File: src/rtl/rf_2p_reader_pkg.sv
// Shared types for the RF_2P burst read path: reader FSM states and skid depth.
package RFCfg;

    typedef enum logic [1:0] {RD_IDLE, RD_ISSUE, RD_DRAIN} RdState;

    localparam int unsigned RD_SKID_DEPTH = 2;

endpackage

File: src/rtl/rf_2p_reader_skid.sv
// rf_rd_skid: two-entry FIFO of {data, last} that absorbs RF read data so that
// backpressure on the output stream never loses a word already in flight.
module rf_rd_skid
    import RFCfg::*;
#(
    parameter int unsigned W = 16
) (
    input  logic         clk_i,
    input  logic         rst_i,
    input  logic         push_i,
    input  logic [W-1:0] data_i,
    input  logic         last_i,
    input  logic         pop_i,
    output logic         valid_o,
    output logic [W-1:0] data_o,
    output logic         last_o,
    output logic [1:0]   count_o
);

    logic [W:0] mem_q [RD_SKID_DEPTH];
    logic       wr_q;
    logic       rd_q;
    logic [1:0] cnt_q;

    // One-bit pointers are sufficient because the depth is fixed at two entries.
    always_ff @(posedge clk_i) begin
        if (rst_i) begin
            for (int unsigned i = 0; i < RD_SKID_DEPTH; i++) begin
                mem_q[i] <= '0;
            end
            wr_q  <= 1'b0;
            rd_q  <= 1'b0;
            cnt_q <= '0;
        end else begin
            if (push_i) begin
                mem_q[wr_q] <= {data_i, last_i};
                wr_q        <= ~wr_q;
            end
            if (pop_i) begin
                rd_q <= ~rd_q;
            end
            cnt_q <= cnt_q + 2'(push_i) - 2'(pop_i);
        end
    end

    assign valid_o = (cnt_q != '0);
    assign data_o  = mem_q[rd_q][W:1];
    assign last_o  = valid_o && mem_q[rd_q][0];
    assign count_o = cnt_q;

endmodule

File: src/rtl/rf_2p_reader.sv
// rf_2p_reader: burst read engine for RF_2P macros with address wrap at WORDWD and a
// lossless valid/ready output stream. Define RF_RD_CONFLICT_CHK_EN to withhold reads colliding with a monitored write.
module rf_2p_reader
    import RFCfg::*;
#(
    parameter int unsigned WORDWD = 12,
    parameter int unsigned DWD    = 16,
    parameter int unsigned AWD    = $clog2(WORDWD),
    parameter int unsigned SIZE   = 1,
    parameter int unsigned LENWD  = 8
) (
    input  logic                      i_clk,
    input  logic                      i_rst,
    input  logic                      i_start,
    input  logic [AWD-1:0]            i_base,
    input  logic [LENWD-1:0]          i_len,
    output logic                      o_busy,
    output logic                      o_done,
    output logic                      o_read,
    output logic [AWD-1:0]            o_raddr,
    input  logic [SIZE-1:0][DWD-1:0]  i_rdata,
    input  logic                      i_wmon,
    input  logic [AWD-1:0]            i_wmon_addr,
    output logic                      o_dval,
    input  logic                      i_dack,
    output logic [SIZE-1:0][DWD-1:0]  o_data,
    output logic                      o_last
);

    RdState           state_q, state_d;
    logic [AWD-1:0]   addr_q, addr_d;
    logic [LENWD-1:0] issue_q, issue_d;
    logic [LENWD-1:0] deliver_q, deliver_d;
    logic             done_q, done_d;
    logic             busy_q, busy_d;
    logic             inflight_q;
    logic             inflight_last_q;

    logic             read;
    logic             pop;
    logic             conflict;
    logic             credit_ok;
    logic             burst_end;
    logic             head_valid;
    logic             head_last;
    logic [1:0]       occ;

`ifdef RF_RD_CONFLICT_CHK_EN
    assign conflict = i_wmon && (i_wmon_addr == addr_q);
`else
    logic unused_wmon;
    assign unused_wmon = i_wmon ^ (^i_wmon_addr);
    assign conflict    = 1'b0;
`endif

    assign pop       = head_valid && i_dack;
    // Occupancy plus the word in flight may never exceed the two skid entries.
    assign credit_ok = ({1'b0, occ} + {2'b00, inflight_q}) < (3'd2 + {2'b00, pop});
    assign burst_end = (state_q == RD_DRAIN) && pop && (deliver_q == LENWD'(1));

    always_comb begin
        state_d   = state_q;
        addr_d    = addr_q;
        issue_d   = issue_q;
        deliver_d = deliver_q;
        done_d    = 1'b0;
        read      = 1'b0;

        if (pop && (deliver_q != '0)) begin
            deliver_d = deliver_q - LENWD'(1);
        end

        case (state_q)
            RD_IDLE: begin
                if (i_start && !busy_q) begin
                    if (i_len == '0) begin
                        done_d = 1'b1;
                    end else begin
                        addr_d    = i_base;
                        issue_d   = i_len;
                        deliver_d = i_len;
                        state_d   = RD_ISSUE;
                    end
                end
            end
            RD_ISSUE: begin
                if (credit_ok && !conflict) begin
                    read    = 1'b1;
                    addr_d  = (addr_q == AWD'(WORDWD - 1)) ? '0 : addr_q + AWD'(1);
                    issue_d = issue_q - LENWD'(1);
                    if (issue_q == LENWD'(1)) begin
                        state_d = RD_DRAIN;
                    end
                end
            end
            RD_DRAIN: begin
                if (burst_end) begin
                    done_d  = 1'b1;
                    state_d = RD_IDLE;
                end
            end
            default: state_d = RD_IDLE;
        endcase

        // Busy stays high through the cycle that carries the done pulse.
        busy_d = (state_d != RD_IDLE) || burst_end;
    end

    always_ff @(posedge i_clk) begin
        if (i_rst) begin
            state_q         <= RD_IDLE;
            addr_q          <= '0;
            issue_q         <= '0;
            deliver_q       <= '0;
            done_q          <= 1'b0;
            busy_q          <= 1'b0;
            inflight_q      <= 1'b0;
            inflight_last_q <= 1'b0;
        end else begin
            state_q         <= state_d;
            addr_q          <= addr_d;
            issue_q         <= issue_d;
            deliver_q       <= deliver_d;
            done_q          <= done_d;
            busy_q          <= busy_d;
            inflight_q      <= read;
            inflight_last_q <= read && (issue_q == LENWD'(1));
        end
    end

    rf_rd_skid #(
        .W (SIZE * DWD)
    ) u_skid (
        .clk_i   (i_clk),
        .rst_i   (i_rst),
        .push_i  (inflight_q),
        .data_i  (i_rdata),
        .last_i  (inflight_last_q),
        .pop_i   (pop),
        .valid_o (head_valid),
        .data_o  (o_data),
        .last_o  (head_last),
        .count_o (occ)
    );

    assign o_busy  = busy_q;
    assign o_done  = done_q;
    assign o_read  = read;
    assign o_raddr = addr_q;
    assign o_dval  = head_valid;
    assign o_last  = head_last;

endmodule
File: config.mk
export PLATFORM = sky130hd
export DESIGN_NAME = rf_2p_reader
export DESIGN_NICKNAME = d
export VERILOG_FILES = /design/src/rtl/rf_2p_reader_pkg.sv /design/src/rtl/rf_2p_reader_skid.sv /design/src/rtl/rf_2p_reader.sv
export SDC_FILE = /design/constraint.sdc
export NUM_CORES = 1
export LEC_CHECK = 0
export BUFFER_PORTS_ARGS = -buffer_cell sky130_fd_sc_hd__buf_2
export CAP_MARGIN = 20
export CORE_ASPECT_RATIO = 0.7
export CORE_MARGIN = 5
export CORE_UTILIZATION = 57
export CTS_CLUSTER_DIAMETER = 100
export DETAILED_ROUTE_END_ITERATION = 16
export PLACE_DENSITY = 0.84
export SYNTH_ARGS = -nofsm -noshare
export SYNTH_HDL_FRONTEND = slang
export SYNTH_SLANG_ARGS = --single-unit
File: constraint.sdc
create_clock -name i_clk -period 4.4 [get_ports i_clk]
set_input_delay 1.32 -clock i_clk [delete_from_list [all_inputs] [get_ports i_clk]]
set_output_delay 1.32 -clock i_clk [all_outputs]
set_load 0.03 [all_outputs]
==> flow_summary_export.csv <==
group,metric,value,unit
pwr,finalPower,1.911,mW
sta,hold_slack,0.4863,ns
pwr,internal_power,1.223,mW
logic_synthesis,yosys_warnings,0,
final_layout,fin_nets,395,
logic_synthesis,syn-num-nets,340,
min_path,hp-class,"register to register",
placement,placed_area,3513,um^2
setup_path,end_kind,"output pin",
sta,hold_viol,0,
pwr,p_seq_frac,0.420,
die,io_pins,62,
final_layout,postLayoutCellArea,3707,um^2
final_layout,fin_util,0.6942,
logic_synthesis,synthDominantCellAreaShare,0.3208,
clock_network,clkLatencyLatePin,0.34,ns
die,rows,22,
logic_synthesis,synth-xor-area-share,0.02752,
sta,setup_ws,0.6464,ns
drt,wl_per_cell,15.47,um
sta,clock-skew-final,0.004475,ns
pwr,p_leak,1.585,nW
final_layout,final_layout_size_suffix_gt1_frac,0.2881,
clock_network,cts_resized,0,
logic_synthesis,ys_async_sr_fraction,0,
final_layout,final_cells,426,
run,max_cap_viol_count,0,
drt,dr.pass1.iters,4,
sta,slew_headroom,0.3636,
die,die_height,72.52,um
logic_synthesis,synthAdderAreaFrac,0.03538,
global_route,grt_pass1_vias,2268,
global_route,grt_max_degree,30,
drt,via_per_inst,5.502,
die,dieArea,7202,um^2
sta,fmax,0.2664,GHz
setup_path,cpMaxStageDelayCell,"or3_1",
placement,gp_congestion,0.8108,
pwr,clkPwrFrac,0.260,
logic_synthesis,dominantRegCellSynth,"edfxtp_1",
die,start_util,0.5961,
placement,hpwl,4670,um
setup_path,crit_top_cell,"buf_2",
placement,dp.cells,410,
clock_network,path_clk_slew,0.07,ns
pwr,ir_drop,0.4361,mV
setup_path,crit_type,"primary input to output pin",
clock_network,tritoncts,"done",
sta,grt_setup_unrepaired,"false",
drt,num_vias,2344,
global_route,grt_pass1_wl,10740,um
drt,ant_nets,0,
setup_path,worstPathRequired,3.08,ns
drt,drc,0,
logic_synthesis,synth.area.mux_share,0.06289,
sta,finalSetupViolCount,0,
sta,tns,0,ns
logic_synthesis,syn_area,3183,um^2
drt,drt-total-wl,6590,um
global_route,grt_overflow,0,
logic_synthesis,synthSimpleGateAreaFrac,0.1899,
setup_path,path_max_fanout,5,
drt,drt_iter0_markers,110,
status,outcome,"complete, no violations",
logic_synthesis,ys_seq_area_frac,0.5157,
global_route,antenna_found_initial,0,
global_route,track_usage,0.1927,
sta,finalMaxSlewViolations,0,
setup_path,path_cells,"buf_2, o21ai_1, o21a_1, or3_1, inv_1, buf_2",
setup_path,cp-start-kind,"primary input",
logic_synthesis,synth_edf_count,34,
logic_synthesis,synth-compound-area-share,0.1352,
logic_synthesis,synth-seq-cells,65,
logic_synthesis,synthCells,294,
placement,dp_slack,0.6494,ns
clock_network,cts.path.max_buffers,2,
logic_synthesis,synth_top_family_by_area,"simple AND/OR/NAND/NOR gates",
logic_synthesis,synth_area_leaders,"edfxtp_1, dfxtp_1, and2_1, mux2_2, ha_1",
pwr,power_switching,0.6885,mW
die,core_area,5340,um^2
setup_path,crit_arrival,2.43,ns
pwr,p_comb_frac,0.320,
logic_synthesis,synth_top_cell_by_area,"edfxtp_1",
die,die_x,99.32,um
placement,io_buffers,56,
clock_network,htree_levels,3,
final_layout,diodes,0,
clock_network,cts_buffers,9,
sta,min_period_over_period,0.8531,
setup_path,slowest_delay,0.41,ns
clock_network,cts_setup_buffers,0,
sta,period_needed,3.754,ns
clock_network,hold_buffers,0,
clock_network,cts_sinks,65,
setup_path,cp_top_family,"simple AND/OR/NAND/NOR gates",
setup_path,critical_path_buf_inv_count,3,
logic_synthesis,synth_cell_type_count,52,
sta,max_slew.worst_pin.slew,0.9504,ns
pwr,power_density,515.5,nW/um^2
logic_synthesis,synthTopCellsByCount,"and2_1, edfxtp_1, dfxtp_1, nand2_1, nor2_1",
pwr,sw_frac_of_total,0.3603,
clock_network,root_buffer,"clkbuf_8",
logic_synthesis,avgSynthCellArea,10.83,um^2
final_layout,area_growth,16.47,%
logic make-up (layout without fill, tap and decap cells):
kind of cell               count (synthesis)  in the layout
muxes                                     18             18
adders and majority gates                  9              9
DFF                                       65             65
xor gates and xnor gates                  10             10
buffers and inverters                     25             85
AOI/OAI and AO/OA                         60             60
and+or+nand+nor                          107            107
power groups by stage:
stage	clock network [mW]	logic (mW)	registers (mW)
3_3_place_gp	0	0.597	0.812
6_report	0.496	0.612	0.803
4_1_cts	0.506	0.615	0.803
5_1_grt	0.530	0.671	0.816
3_5_place_dp	0	0.612	0.816
2_1_floorplan	0	0.472	0.799
final cells by class:
class / instances / area [um^2]
multi-input cells: 204 / 1445
clock buffers: 9 / 123.9
well taps: 72 / 90.09
flip-flops and latches: 65 / 1642
fillers: 424 / 1633
clock inverters: 7 / 70.07
inverters: 11 / 41.29
repair buffers: 58 / 295.3
registers in the layout, indices dropped and copies added, names as in the netlist, 2 cells and up, named ones only:
signal / count
u_skid.count_o: 2
state_q: 2
issue_q: 8
u_skid.mem_q: 34
deliver_q: 8
o_raddr: 4
worst register-to-register path, delay by kind of cell (launching register included):
family / cells / cell delay, ns
buffers and inverters: 1 / 0.08
flip-flops: 1 / 0.38
AND/OR/NAND/NOR: 2 / 1.24
metal layers:
metal  vias to the layer above  track usage  routed length (um)
li1                       1175            -                   -
met1                      1100       0.2613                3104
met2                        57       0.2909                3035
met3                        12      0.05572                 327
met4                         0      0.08030                 123
met5                         -            0                   0
cell usage in the layout (no fill, tap or decap), types with 3 or more instances in the layout:
cell type | Yosys | routed
ha_1 | 9 | 9
or4_1 | 3 | 3
buf_2 | 1 | 56
o21ai_1 | 9 | 9
a22o_1 | 9 | 9
clkinv_2 | 0 | 3
dfxtp_1 | 31 | 31
inv_1 | 11 | 11
clkbuf_8 | 0 | 9
edfxtp_1 | 34 | 34
nor2_1 | 19 | 19
mux2_2 | 16 | 16
xnor2_1 | 4 | 4
o211ai_1 | 3 | 3
nor3_1 | 6 | 6
nor2b_1 | 3 | 3
a21o_1 | 3 | 3
and2_1 | 34 | 34
nand2_1 | 25 | 25
xor2_1 | 6 | 6
a21oi_1 | 14 | 14
worst paths after layout:
check,from,to,slack (ns),depth (start not counted)
max,i_dack,o_read,0.65,6
max reg2reg,u_skid.wr_q,u_skid.mem_q[1][2],2.35,3
min reg2reg,issue_q[3],issue_q[3],0.49,2
min,issue_q[3],issue_q[3],0.49,2
(Power assumes the default switching activity.)
